## src/rtl/fetch_unit_pkg.sv

```systemverilog
// Core-wide address and instruction word widths shared by the fetch path.
package fetch_unit_pkg;
    localparam int ADDR = 8;
    localparam int WORD = 32;
endpackage

```

## src/rtl/fetch_unit_fetch_buffer.sv

```systemverilog
// Two-entry {pc, instr} FIFO between instruction memory and decode.
// Entry 0 is always the head; a flush wins over a push in the same cycle.
module fetch_buffer
    import fetch_unit_pkg::*;
(
    input  logic            clk,
    input  logic            i_rst_n,
    input  logic            i_push,
    input  logic [ADDR-1:0] i_push_pc,
    input  logic [WORD-1:0] i_push_instr,
    input  logic            i_pop,
    input  logic            i_flush,
    output logic [1:0]      o_count,
    output logic [ADDR-1:0] o_head_pc,
    output logic [WORD-1:0] o_head_instr
);
    logic [ADDR-1:0] r_pc    [2];
    logic [WORD-1:0] r_instr [2];
    logic [1:0]      r_count;

    always_ff @(posedge clk) begin
        if (!i_rst_n) begin
            r_count    <= '0;
            r_pc[0]    <= '0;
            r_pc[1]    <= '0;
            r_instr[0] <= '0;
            r_instr[1] <= '0;
        end else if (i_flush) begin
            r_count <= '0;
        end else begin
            case ({i_push, i_pop})
                2'b10: begin
                    r_pc[r_count[0]]    <= i_push_pc;
                    r_instr[r_count[0]] <= i_push_instr;
                    r_count             <= r_count + 2'd1;
                end
                2'b01: begin
                    r_pc[0]    <= r_pc[1];
                    r_instr[0] <= r_instr[1];
                    r_count    <= r_count - 2'd1;
                end
                2'b11: begin
                    // Occupancy unchanged: new word lands behind whatever remains.
                    if (r_count == 2'd1) begin
                        r_pc[0]    <= i_push_pc;
                        r_instr[0] <= i_push_instr;
                    end else begin
                        r_pc[0]    <= r_pc[1];
                        r_instr[0] <= r_instr[1];
                        r_pc[1]    <= i_push_pc;
                        r_instr[1] <= i_push_instr;
                    end
                end
                default: ;
            endcase
        end
    end

    assign o_count      = r_count;
    assign o_head_pc    = r_pc[0];
    assign o_head_instr = r_instr[0];
endmodule

```

## src/rtl/fetch_unit.sv

```systemverilog
// Instruction fetch: pc and in-flight tracking, issue control, memory port mux
// (program load has priority over fetch), and the decode-side output buffer.
module fetch_unit
    import fetch_unit_pkg::*;
#(
    parameter logic [ADDR-1:0] RESET_PC = '0
) (
    input  logic            clk,
    input  logic            rst,
    input  logic            run,
    output logic [ADDR-1:0] mem_a,
    output logic            mem_w,
    output logic [WORD-1:0] mem_d,
    input  logic [WORD-1:0] mem_q,
    output logic            if_valid,
    output logic [WORD-1:0] if_instr,
    output logic [ADDR-1:0] if_pc,
    input  logic            id_ready,
    input  logic            redir_valid,
    input  logic [ADDR-1:0] redir_pc,
    input  logic            ld_valid,
    input  logic [ADDR-1:0] ld_addr,
    input  logic [WORD-1:0] ld_data
);
    logic [ADDR-1:0] r_pc;
    logic [ADDR-1:0] r_inflight_pc;
    logic            r_inflight;

    logic [1:0]      w_count;
    logic            w_pop;
    logic [2:0]      w_occ;
    logic            w_room;
    logic            w_issue;

    assign if_valid = (w_count != 2'd0);
    assign w_pop    = if_valid & id_ready;

    assign mem_w = ld_valid;
    assign mem_d = ld_valid ? ld_data : '0;
    assign mem_a = ld_valid ? ld_addr : (redir_valid ? redir_pc : r_pc);

    // Buffered plus in-flight words left after this cycle's pop must leave a free slot.
    assign w_occ   = 3'(w_count) + 3'(r_inflight);
    assign w_room  = (w_occ <= (3'd1 + 3'(w_pop)));
    assign w_issue = run & ~ld_valid & (redir_valid | w_room);

    always_ff @(posedge clk) begin
        if (!rst) begin
            r_pc          <= RESET_PC;
            r_inflight    <= 1'b0;
            r_inflight_pc <= '0;
        end else begin
            r_inflight <= w_issue;
            if (w_issue) begin
                r_inflight_pc <= mem_a;
                r_pc          <= mem_a + ADDR'(1);
            end else if (redir_valid) begin
                r_pc <= redir_pc;
            end
        end
    end

    // Read data returning during a redirect is dropped by the flush.
    fetch_buffer u_buf (
        .clk          (clk),
        .i_rst_n      (rst),
        .i_push       (r_inflight),
        .i_push_pc    (r_inflight_pc),
        .i_push_instr (mem_q),
        .i_pop        (w_pop),
        .i_flush      (redir_valid),
        .o_count      (w_count),
        .o_head_pc    (if_pc),
        .o_head_instr (if_instr)
    );
endmodule

```

## config.mk

```make
export PLATFORM = sky130hd
export DESIGN_NAME = fetch_unit
export DESIGN_NICKNAME = d
export VERILOG_FILES = /design/src/rtl/fetch_unit_pkg.sv /design/src/rtl/fetch_unit_fetch_buffer.sv /design/src/rtl/fetch_unit.sv
export SDC_FILE = /design/constraint.sdc
export NUM_CORES = 1
export LEC_CHECK = 0
export ABC_AREA = 0
export BUFFER_PORTS_ARGS = -buffer_cell sky130_fd_sc_hd__buf_2
export CORE_UTILIZATION = 45
export CTS_BUF_LIST = sky130_fd_sc_hd__clkbuf_4 sky130_fd_sc_hd__clkbuf_8
export CTS_CLUSTER_SIZE = 24
export DETAILED_ROUTE_END_ITERATION = 10
export PLACE_DENSITY = 0.73
export SLEW_MARGIN = 25
export SYNTH_ARGS = -nofsm -noshare
export SYNTH_HDL_FRONTEND = slang
export SYNTH_SLANG_ARGS = --single-unit
```

## constraint.sdc

```tcl
create_clock -name clk -period 5.6 [get_ports clk]
set_input_delay 1.12 -clock clk [delete_from_list [all_inputs] [get_ports clk]]
set_output_delay 1.12 -clock clk [all_outputs]
set_load 0.02 [all_outputs]
```

# After elaboration in Yosys (flattened, before gate mapping)
# Memories as Yosys holds them, arrays and structs flattened.
# Cells that the tools add are included.
# totals
latchBits,0
romBits,0
out_inout_bits,82
mem_count,2
reg_bits,19
ram_bits,80
elab_cells,73
inputBits,86
# memory_table
memory,depth,width,rd,rd_clocked_by_memory_dff,wr,line,rtl
u_buf.r_instr,2,32,2,0,2,fetch_unit_fetch_buffer.sv:18,logic [WORD-1:0] r_instr [2];
u_buf.r_pc,2,8,2,0,2,fetch_unit_fetch_buffer.sv:17,logic [ADDR-1:0] r_pc [2];
# classes
reduce_logical,5
n_eq_ne,4
n_lt_le_gt_ge,1
mux,38
addsub,5
n_bitwise,14
shifts,0
div,0
multipliers,0
# op_table
cell,n
32-bit two-way mux,6
8-bit two-way mux,8
32-bit OR reduction,1
1-bit two-way mux,23
1-bit bitwise OR,9
"8-bit by 1-bit adder with 8-bit output, second input constant",1
8-bit OR reduction,1
"2-bit by 1-bit == test with 1-bit output, second input constant",2
"2-bit == test, second input constant",2
2-bit one-hot mux with 2 select lines,1
2-bit nonzero test,2
2-bit by 1-bit adder with 3-bit output,1
1-bit bitwise AND,3
3-bit by 2-bit <= comparator with 1-bit output,1
"1-bit by 1-bit adder with 2-bit output, first input constant",1
"2-bit by 1-bit adder with 2-bit output, second input constant",1
1-bit inverter,2
2-bit OR reduction,1
"2-bit by 1-bit subtractor with 2-bit output, second input constant",1

# Depth between registers and ports, before layout
# Gate-level depths: netlist of run 1.
# depth
ltp_word,11
ltp_mapped,11
mapped_depth_nobuf,10

# Cells and area by module
# From an unflattened synthesis of run 1, not the netlist that was laid out.
# hier_totals
hier_cells,428
area_unflattened_um2,4997.3
# by_module_without_submodules
module,area_each_um2,cells_each,seq_area_each_um2,n_inst
fetch_buffer,3762.4,293,2442.3,1
fetch_unit,1234.9,135,340.3,1

# Least setup slack after synthesis of run 1
# No wires, ideal clock.
# synth_path
path_kind,input to register
from,input port id_ready
to,"memory u_buf.r_instr[1][0], enable pin"
path_buffers,1
t_arrival_ns,4.606
required_ns,5.107
setup_slack_ns,0.502
setup_time_ns,0.493
cell_stages,4
path_cell_list,nor2b_1 buf_2 mux2_1 o21ai_0
# synth_rtl
element,line,rtl
from (decl),fetch_unit.sv:18,"input logic id_ready,"
to (decl),fetch_unit_fetch_buffer.sv:18,

# Worst setup path in the final report of run 1
# layout_path
from,input port redir_valid
to,output port mem_a[3]
# layout_between
elab_chain_cells,2
# layout_rtl
element,line,rtl
from (decl),fetch_unit.sv:19,"input logic redir_valid,"
8-bit two-way mux,-,
8-bit two-way mux,fetch_unit.sv:40,assign mem_a = ld_valid ? ld_addr : (redir_valid ? redir_pc : r_pc);
to (decl),fetch_unit.sv:11,"output logic [ADDR-1:0] mem_a,"
# No other way between the ends.

==> metrics.md, run 1 <==
| Metric | Value |
|---|---|
| Min Tclk post-route | 3630 ps |
| Share of layout cells above drive strength 1 | a little over a third |
| Crit path arrival time | between 2000 and 3000 ps |
| Mean Syn Cell Area | approximately 11 sq um |
| Nets | between 600 and 700 |
| Drt wl/cell | ~15 um |
| Syn. warnings | 0 |
| All-Layer GR Usage | between 20% and 30% |
| Vias per cell | 5.082 |
| Crit start category | input port |
| Initial DRC Count | 179 |
| Synth Register Bits | 99 |
| Dpl cell area | ~5700 sq um |
| Area grow syn2layout | 24.66% |
| Worst slew margin | between 30 and 40% |
| Pleak | around 2.5 nW |
| WHS Endpoint | r_inflight_pc[7]$_SDFFE_PN0P_ |
| Asr flop ratio synth | 0% |
| Initial antenna violation count | 0 |
| First-pass GRT wire length | between 15000 and 20000 um |
| Buffer count from post-CTS setup fixing | 0 |
| Die Wd | 104.5 um |
| Reg2Reg Depth | 9 |
| Hold Crit Start | r_inflight_pc[7]$_SDFFE_PN0P_ |
| Final Skew | about 7.7 ps |
| Net Count, Synth | around 530 |
| Vias in the first global route | 3556 |
| IO Port Bufs | 167 |
| Synth Flop Type | edfxtp_1 |
| Clock transition at path regs | approximately 90 ps |
| Crit path max fanout | 14 |
| Maxcap violations | 0 |
| Vias post-DR | between 3000 and 4000 |
| Resized cells post-CTS | 0 |
| Drt drc | 0 |
| Reg2reg start | u_buf.o_count[0]$_SDFFE_PP0P_ |
| Post-synthesis cell area | about 4700 sq um |
| Final Hold Vio Count | 0 |
| Finished Cell Area | approximately 5900 sq um |
| Root buf cell | clkbuf_8 |
| CTS tree | yes |
| ANT cells | 0 |
| ANT nets after route | 0 |
| Post-synthesis cell type count | 42 |
| Fin. max-slew vios | 0 |
| GRT Residual Overflow | 0 |
| Clock latency on the worst-skew pair | between 300 and 400 ps |
| Core area | slightly above 10000 sq um |
| Worst flop-to-flop path endpoint | r_inflight_pc[1]$_SDFFE_PN0P_ |
| Hold-fix buffers at CTS | 0 |
| Die ar. | between 10000 and 15000 sq um |
| Dpl hpwl | between 7000 and 8000 um |
| DRT Wirelength | 10690 um |
| I/O Pins | around 170 |
| P per Cell Area | around 270 nW/um^2 |
| GPL Wtd Cong | ~0.96 |
| Mapped Cells | roughly 440 |
| Hold Crit Class | flip-flop to flip-flop |
| Max Fclk | 275.4 MHz |
| R2r setup slk | 2370 ps |
| Starting Density | a little under half |
| Htree depth | 3 |
| EDFF count, synth | 80 |
| VDD IR max | 0.1503 mV |
| DRT Pass-1 Iters | 5 |
| Crit share post-route | ~65% |
| Setup Total Neg Slack | 0 ps |
| CTS sink cnt | 99 |
| Seq/Total Area, Yosys | 58.91% |
| Crit Path Class | input port to output port |
| Die Height | approximately 100 um |
| Status | finished clean |
| CTS Buf Count | 9 |
| Pin count of the biggest net entering global routing | 41 |
| Crit end category | output port |
| # setup viols final | 0 |
| Site Rows | 37 |
| CP required | about 4500 ps |
| CTS max path bufs | 2 |
| Worst-Margin Slew | about 920 ps |
| WHS Path Cells | 2 |
| Unrepaired setup endpoints after global routing | false |
[registers in the layout (all words and copies together), names as in the netlist]
| register | flops |
|---|---|
| r_inflight | 1 |
| u_buf.r_pc | 16 |
| u_buf.o_count | 2 |
| u_buf.r_instr | 64 |
| r_pc | 8 |
| r_inflight_pc | 8 |
[worst max-delay path by stage]
stage	start	end	slack, ps	cells after the start
2_1_floorplan	id_ready	u_buf.r_instr[1][0]$_DFFE_PP_	500	4
3_3_place_gp	redir_valid	mem_a[3]	2030	5
3_5_place_dp	id_ready	r_pc[7]$_SDFF_PN0_	1960	7
4_1_cts	redir_valid	mem_a[3]	1970	5
5_1_grt	redir_valid	mem_a[3]	1870	5
6_report	redir_valid	mem_a[3]	1970	5
[routing by layer]
metal	vias up	track usage, %	share of wire [%]
li1	1791	-	-
met1	1756	25.79	41
met2	172	34.34	50
met3	11	3.697	8.2
met4	0	6.429	1.3
met5	-	0	0
[cell usage after synthesis, types with 2 or more instances]
cell | count | area [sq um]
nand3_1 | 2 | 10.01
mux2_1 | 3 | 33.78
inv_1 | 11 | 41.29
nand2_1 | 95 | 356.6
xnor2_1 | 6 | 52.55
dfxtp_1 | 19 | 380.4
edfxtp_1 | 80 | 2402
mux2i_4 | 2 | 45.04
and3_1 | 2 | 12.51
a21oi_1 | 53 | 265.3
mux2_4 | 3 | 45.04
mux2_2 | 6 | 67.56
o21ai_0 | 7 | 35.03
clkbuf_1 | 16 | 60.06
nor2_1 | 13 | 48.80
buf_2 | 11 | 55.05
nor3_1 | 2 | 10.01
ha_1 | 6 | 75.07
nand2b_1 | 4 | 25.02
a211oi_1 | 3 | 22.52
and2_1 | 73 | 456.7
[per-stage QoR]
step	power [mW]	setup slack (ps)	instances	hold slack [ps]	utilization, %
after floorplan	0.9991	501.6	438	445.0	-
after global placement	1.083	2026	718	459.3	55.37
after detailed placement	1.087	1955	718	465.6	55.37
after CTS	1.578	1973	734	478.6	57.55
after global routing	1.628	1873	734	514.7	57.55
final	1.565	1970	734	478.3	57.55
[worst max-delay path, cell delays in order]
cell	delay (ps)
buf_2	310
mux2_2	400
mux2i_2	340
inv_1	150
buf_2	190
[cells in the final DEF, fill, tap and decap left out, types with 2 or more instances in the layout]
master     instances
a211oi_1           3
a21oi_1           53
and2_1            73
and3_1             2
buf_2            167
buf_4              6
bufinv_16          2
clkbuf_8           9
clkinv_4           2
dfxtp_1           19
edfxtp_1          80
ha_1               6
inv_1             11
inv_6              2
mux2_1             3
mux2_2             6
mux2_4             3
mux2i_4            2
nand2_1           95
nand2b_1           4
nand3_1            2
nor2_1            12
nor3_1             2
o21ai_0            5
o21ai_4            2
xnor2_1            6
[final cells by class]
| class | count | area (sq um) |
|---|---|---|
| well taps | 136 | 170.2 |
| flip-flops and latches | 99 | 2783 |
| multi-input cells | 298 | 1784 |
| clock inverters | 7 | 98.84 |
| fillers | 908 | 4343 |
| clock buffers | 9 | 123.9 |
| inverters | 12 | 47.55 |
| repair buffers | 173 | 880.8 |
[power breakdown]
group          switching, mW  internal (mW)
clock                  0.240          0.255
combinational          0.143         0.0857
sequential            0.0121          0.830
total                  0.395           1.17
[cell families (layout without fill, tap and decap cells)]
| logic type | count (synthesis) | in the layout | share of synthesized area, % |
|---|---|---|---|
| flip-flops | 99 | 99 | 58.91 |
| multiplexers | 16 | 16 | 4.556 |
| AO/OA/AOI/OAI | 71 | 71 | 8.477 |
| XOR/XNOR | 6 | 6 | 1.113 |
| buffers and inverters | 41 | 201 | 3.841 |
| AND/OR/NAND/NOR | 198 | 198 | 21.09 |
| adder cells (fa/ha/maj) | 7 | 7 | 2.013 |
(Power assumes the default switching activity.)
==> inputs of run 2 (changes only) <==
--- a/config.mk
+++ b/config.mk
@@ -11,7 +11,7 @@
 export CTS_BUF_LIST = sky130_fd_sc_hd__clkbuf_4 sky130_fd_sc_hd__clkbuf_8
 export CTS_CLUSTER_SIZE = 24
 export DETAILED_ROUTE_END_ITERATION = 10
-export PLACE_DENSITY = 0.73
+export PLACE_DENSITY = 0.76
 export SLEW_MARGIN = 25
 export SYNTH_ARGS = -nofsm -noshare
 export SYNTH_HDL_FRONTEND = slang
==> constraint.sdc (replaced) <==
create_clock -name clk -period 3.2 [get_ports clk]
set_input_delay 0.64 -clock clk [delete_from_list [all_inputs] [get_ports clk]]
set_output_delay 0.64 -clock clk [all_outputs]
set_load 0.02 [all_outputs]
==> metrics.md, run 2 (same netlist as run 1, synthesis figures left out) <==
| Metric | Value |
|---|---|
| Nets | 688 (+0.29%) |
| Min Tclk post-route | just under 3000 ps |
| Hold-fix buffers at CTS | 0 (unchanged) |
| Maxcap violations | 0 (unchanged) |
| Starting Density | 46.17% (unchanged) |
| Final worst setup slack | 302.5 ps (-1667 ps) |
| Worst path cell trace | inv_1 -> ha_1 -> nor2b_1 -> buf_4 -> inv_1 -> ha_1 -> nor3b_1 -> o311a_1 -> and4_1 -> nor3_2 |
| Root buf cell | clkbuf_8 |
| Slowest stage delay, CP | 650 ps (+250 ps) |
| ANT cells | 0 (unchanged) |
| Hold Slack | 479.8 ps (+1.508 ps) |
| Reg2Reg Depth | 10 (+1) |
| Crit Path Class | flip-flop to flip-flop |
| P per Cell Area | 442.4 nW/um^2 (+66%) |
| # setup viols final | 0 (unchanged) |
| Vias in the first global route | 3527 (-0.82%) |
| Crit end category | flip-flop |
| Die Wd | 104.5 um (unchanged) |
| Resized cells post-CTS | 0 (unchanged) |
| Pleak | 2.525 nW (-0.24%) |
| VDD IR max | 0.2073 mV (+38%) |
| Crit share post-route | roughly nine tenths |
| Area grow syn2layout | 24.74% (about the same) |
| Htree depth | 3 (unchanged) |
| IO Port Bufs | 167 (unchanged) |
| Crit path arrival time | 3130 ps (+620 ps) |
| All-Layer GR Usage | 20.14% (+0.030 points) |
| CTS sink cnt | 99 (unchanged) |
| Final Skew | 13.07 ps (+5.400 ps) |
| CP required | 3430 ps (-1050 ps) |
| Site Rows | 37 (unchanged) |
| I/O Pins | 168 (unchanged) |
| Drt wl/cell | 14.59 um (+0.19%) |
| Worst flop-to-flop path endpoint | r_pc[5]$_SDFF_PN0_ |
| GRT Residual Overflow | 0 (unchanged) |
| CTS Buf Count | 9 (unchanged) |
| Die Height | 104.5 um (unchanged) |
| Max reg flops | 64 (unchanged) |
| R2r setup slk | 300 ps (-2070 ps) |
| Hold Crit Start | r_inflight_pc[4]$_SDFFE_PN0P_ |
| Reg2reg start | u_buf.o_count[0]$_SDFFE_PP0P_ |
| Unrepaired setup endpoints after global routing | false |
| GPL Wtd Cong | 0.8765 (-8.3%) |
| ANT nets after route | 0 (unchanged) |
| Commonest cells after routing, fill and taps aside | buf_2, nand2_1, edfxtp_1 |
| Final Hold Vio Count | 0 (unchanged) |
| First-pass GRT wire length | 17170 um (about the same) |
| Total power | 2.607 mW (+67%) |
| CTS tree | yes |
| Crit path max fanout | 22 (+8) |
| Clock latency on the worst-skew pair | 350 ps (about the same) |
| Crit start category | flip-flop |
| Largest regs | u_buf.r_instr: 64 flops, u_buf.r_pc: 16 flops |
| Fin. max-slew vios | 0 (unchanged) |
| Initial DRC Count | 190 (+6.1%) |
| Post-Place Setup Slack | 297.7 ps (-1657 ps) |
| Max Fclk | between 300 and 400 MHz |
| Clock transition at path regs | 90 ps (about the same) |
| DRT Pass-1 Iters | 4 (-1) |
| Dpl hpwl | 7634 um (+5.4%) |
| Worst-Margin Slew | 838.0 ps (-78.59 ps) |
| Vias post-DR | 3647 (-2.2%) |
| Commonest non-fill, non-tap cell in the layout | buf_2 |
| Pin count of the biggest net entering global routing | 41 (unchanged) |
| Crit-path slowest cell | o311a_1 |
| Hold Crit Class | flip-flop to flip-flop |
| WHS Endpoint | r_inflight_pc[4]$_SDFFE_PN0P_ |
| DRT Wirelength | 10740 um (+0.46%) |
| Worst slew margin | 44.07% (+5.3 points) |
| Drt drc | 0 (unchanged) |
| Share of layout cells above drive strength 1 | 35.67% (+0.72 points) |
| Setup Total Neg Slack | 0 ps (unchanged) |
| Vias per cell | 4.955 (-2.5%) |
| Core area | 10230 sq um (unchanged) |
| Status | finished clean |
| CTS max path bufs | 2 (unchanged) |
| WHS Path Cells | 2 (unchanged) |
| Largest reg by FF count | u_buf.r_instr |
| Die ar. | 10910 sq um (unchanged) |
| Buffer count from post-CTS setup fixing | 0 (unchanged) |
| Initial antenna violation count | 0 (unchanged) |
-- run 2: cell types whose count changed in the layout (fill, tap and decap cells not counted) --
cell,previous run,this run
buf_12,0,2
bufinv_16,2,0
clkbuf_4,0,2
clkinv_1,1,0
clkinv_4,2,1
clkinvlp_4,0,3
inv_6,2,1
nand2b_1,4,3
nand2b_2,0,1
nand3_1,2,1
nand3_2,0,1
-- run 2: area by class of cell --
| type | instances | area (sq um) |
|---|---|---|
| clock buffer | 11 | 138.9 |
| clock inverter | 5 | 40.04 |
| fill | 908 | 4339 |
| inverter | 12 | 47.55 |
| multi-input combinational | 298 | 1792 |
| sequential | 99 | 2783 |
| tap | 136 | 170.2 |
| timing repair buffer | 175 | 920.9 |
-- run 2: per-layer routing --
metal,track usage [%],up-vias,routed length [um]
met1,24.58,1682,4364
met4,6.122,0,106
met5,0,-,0
met2,35.53,161,5588
li1,-,1796,-
met3,4.261,8,679
-- run 2: power by group --
part	internal [mW]	switching [mW]	leakage (nW)
clock	0.305	0.425	0.0830
sequential	1.45	0.0207	0.986
combinational	0.155	0.249	1.46
total	1.91	0.695	2.53
-- run 2: worst max-delay path by stage --
stage	slack, ps	end	cells past startpoint	start
global placement	390	r_pc[5]$_SDFF_PN0_	9	id_ready
finish	300	r_pc[5]$_SDFF_PN0_	10	u_buf.o_count[0]$_SDFFE_PP0P_
floorplan	410	u_buf.r_instr[1][0]$_DFFE_PP_	4	id_ready
CTS	290	r_pc[7]$_SDFF_PN0_	10	u_buf.o_count[0]$_SDFFE_PP0P_
detailed placement	300	r_pc[5]$_SDFF_PN0_	9	id_ready
global route	50	r_pc[7]$_SDFF_PN0_	10	u_buf.o_count[0]$_SDFFE_PP0P_
-- run 2: worst max-delay path, delay by kind of cell, from the launching register on --
family                     cells  cell delay (ps)
buffers and inverters          3              370
DFF                            1              400
AOI/OAI and AO/OA              1              650
adders and majority gates      2              480
and+or+nand+nor                4              870
-- run 2: per-stage QoR --
step / instances / utilization [%] / area, sq um
2_1_floorplan: 438 / - / 4731
3_5_place_dp: 720 / 55.84 / 5713
4_1_cts: 736 / 57.59 / 5892
5_1_grt: 736 / 57.59 / 5892
3_3_place_gp: 720 / 55.84 / 5713
6_report: 736 / 57.59 / 5892
==> inputs of run 3 (changes only) <==
--- a/config.mk
+++ b/config.mk
@@ -7,6 +7,7 @@
 export LEC_CHECK = 0
 export ABC_AREA = 0
 export BUFFER_PORTS_ARGS = -buffer_cell sky130_fd_sc_hd__buf_2
+export CORE_ASPECT_RATIO = 2
 export CORE_UTILIZATION = 45
 export CTS_BUF_LIST = sky130_fd_sc_hd__clkbuf_4 sky130_fd_sc_hd__clkbuf_8
 export CTS_CLUSTER_SIZE = 24
@@ -16,3 +17,4 @@
 export SYNTH_ARGS = -nofsm -noshare
 export SYNTH_HDL_FRONTEND = slang
 export SYNTH_SLANG_ARGS = --single-unit
+export TNS_END_PERCENT = 50
==> metrics.md, run 3 (same netlist as run 1, synthesis figures left out) <==
| Metric | Value |
|---|---|
| Status | finished clean |
| Crit start category | flip-flop |
| Share of layout cells above drive strength 1 | 35.17% (-0.50 points) |
| Switch Pwr | 0.7190 mW (+3.4%) |
| DRT Wirelength | 10480 um (-2.4%) |
| Fin. max-slew vios | 0 (unchanged) |
| Vias post-DR | 3685 (+1.0%) |
| GPL Wtd Cong | 0.8553 (-2.4%) |
| Die ar. | 10930 sq um (+0.23%) |
| Site Rows | 52 (+41%) |
| Routed met2 length | 5802 um (+3.8%) |
| Initial DRC Count | 270 (+42%) |
| Vias in the first global route | 3688 (+4.6%) |
| Drt wl/cell | 14.24 um (-2.4%) |
| Clk network pwr share | 28.5% (+0.5 points) |
| Final Hold Vio Count | 0 (unchanged) |
| Max Fclk | 358.7 MHz (+3.9%) |
| Hold-fix buffers at CTS | 0 (unchanged) |
| Clock transition at path regs | 100 ps (about the same) |
| ANT nets after route | 0 (unchanged) |
| Initial antenna violation count | 1 (+1) |
| Nets | 688 (unchanged) |
| Commonest cells after routing, fill and taps aside | buf_2, nand2_1, edfxtp_1 |
| Clock latency on the worst-skew pair | 370 ps (+20 ps) |
| Net Sw Frac | 27.46% (+0.79 points) |
| Pin count of the biggest net entering global routing | 41 (unchanged) |
| Area grow syn2layout | 24.26% |
| Worst slew margin | 48.97% (+4.9 points) |
| Crit path arrival time | 3060 ps (-70 ps) |
| P per Cell Area | 446.0 nW/um^2 (+0.81%) |
| Crit Path Class | flip-flop to flip-flop |
| Core area | 10150 sq um (-0.80%) |
| CP required | 3480 ps (+50 ps) |
| Internal | 1.899 mW (-0.66%) |
| CTS Buf Count | 9 (unchanged) |
| Die Height | 146.9 um (+41%) |
| Vias per cell | 5.007 (+1.0%) |
| Max reg flops | 64 (unchanged) |
| CTS max path bufs | 2 (unchanged) |
| Crit end category | flip-flop |
| VDD IR max | 0.2277 mV (+9.8%) |
| Seq pwr share | 56.2% (-0.3 points) |
| Dpl hpwl | 7472 um (-2.1%) |
| Hold Crit Class | flip-flop to flip-flop |
| Buffer count from post-CTS setup fixing | 0 (unchanged) |
| Largest reg by FF count | u_buf.r_instr |
| Fillers | 921 (+1.4%) |
| Htree depth | 3 (unchanged) |
| Maxcap violations | 0 (unchanged) |
| CTS tree | yes |
| Final core occ | 57.83% (+0.24 points) |
| Total power | 2.618 mW (+0.43%) |
| First-pass GRT wire length | 16750 um (-2.5%) |
| Drt drc | 0 (unchanged) |
| Starting Density | 46.54% (+0.37 points) |
| Non-filler cells, final | 736 (unchanged) |
| Pleak | 2.523 nW (about the same) |
| Min Tclk post-route | 2788 ps (-109.9 ps) |
| CTS sink cnt | 99 (unchanged) |
| Post-Route M1 WL | 3864 um (-11%) |
| Die Wd | 74.45 um (-29%) |
| I/O Pins | 168 (unchanged) |
| DRT Pass-1 Iters | 4 (unchanged) |
| Worst-Margin Slew | 763.6 ps (-74.43 ps) |
| Final Skew | 11.55 ps (-1.516 ps) |
| Dpl cells | 719 (-0.14%) |
| Comb pwr share | 15.3% (-0.2 points) |
| Crit share post-route | 87.11% (-3.4 points) |
| IO Port Bufs | 167 (unchanged) |
| Commonest non-fill, non-tap cell in the layout | buf_2 |
| Resized cells post-CTS | 0 (unchanged) |
| Largest regs | u_buf.r_instr: 64 flops, u_buf.r_pc: 16 flops |
| All-Layer GR Usage | 20.19% (+0.046 points) |
| Routed length on met3 | 536 um (-21%) |
| # setup viols final | 0 (unchanged) |
| Unrepaired setup endpoints after global routing | false |
| GRT Residual Overflow | 0 (unchanged) |
| Crit path max fanout | 14 (-36%) |
| DR top layer | met4 |
| Root buf cell | clkbuf_8 |
run 3: cell count changes in the layout (fill, tap and decap cells not counted), moves of 2 or more:
cell,before,now
buf_12,2,0
buf_4,6,8
clkbuf_4,2,0
clkinv_4,1,3
clkinvlp_4,3,0
run 3: cell type report:
cell class | count | area [sq um] | area share [%]
tap | 135 | 168.9 | 2.878
multi-input combinational | 298 | 1789 | 30.48
clock buffer | 9 | 123.9 | 2.110
inverter | 12 | 47.55 | 0.8101
sequential | 99 | 2783 | 47.41
timing repair buffer | 175 | 895.9 | 15.26
clock inverter | 7 | 58.81 | 1.002
antenna | 1 | 2.502 | 0.04263
run 3: worst max-delay path: stages, from the launching register on:
cell	delay, ps
dfxtp_1	390
inv_1	110
ha_1	230
nor2b_1	230
buf_4	200
inv_1	70
ha_1	270
nor3b_1	310
o311a_1	380
buf_4	240
nor2_1	50
a211oi_1	220
run 3: power by group through the flow:
stage                     Clock (mW)  Sequential (mW)  Combinational (mW)
after detailed placement           0             1.50               0.402
final                          0.746             1.47               0.400
after global routing           0.801             1.48               0.435
after floorplan                    0             1.54               0.209
after global placement             0             1.50               0.393
after CTS                      0.763             1.47               0.404
run 3: final timing paths:
| kind | from | to | slack [ps] | cells past startpoint |
|---|---|---|---|---|
| worst max register to register | u_buf.o_count[0]$_SDFFE_PP0P_ | r_pc[4]$_SDFF_PN0_ | 410 | 11 |
| worst max-delay path | u_buf.o_count[0]$_SDFFE_PP0P_ | r_pc[4]$_SDFF_PN0_ | 410 | 11 |
| worst min-delay path | r_inflight_pc[0]$_SDFFE_PN0P_ | r_inflight_pc[0]$_SDFFE_PN0P_ | 480 | 2 |
| worst min register to register | r_inflight_pc[0]$_SDFFE_PN0P_ | r_inflight_pc[0]$_SDFFE_PN0P_ | 480 | 2 |
run 3: through the flow:
| step | cell area [sq um] | TNS (ps) | hold slack (ps) | setup WS, ps |
|---|---|---|---|---|
| floorplan | 4727 | -1194 | 445.0 | -29.85 |
| global placement | 5679 | 0 | 463.7 | 542.6 |
| detailed placement | 5684 | 0 | 471.4 | 437.9 |
| CTS | 5867 | 0 | 485.2 | 431.1 |
| global route | 5869 | 0 | 510.7 | 163.8 |
| finish | 5869 | 0 | 483.2 | 412.5 |
run 3: layer usage:
| metal | vias to the layer above | GRT usage (%) |
|---|---|---|
| met5 | - | 0 |
| met4 | 0 | 9.057 |
| met3 | 19 | 3.841 |
| met2 | 160 | 37.43 |
| met1 | 1704 | 20.81 |
| li1 | 1802 | - |
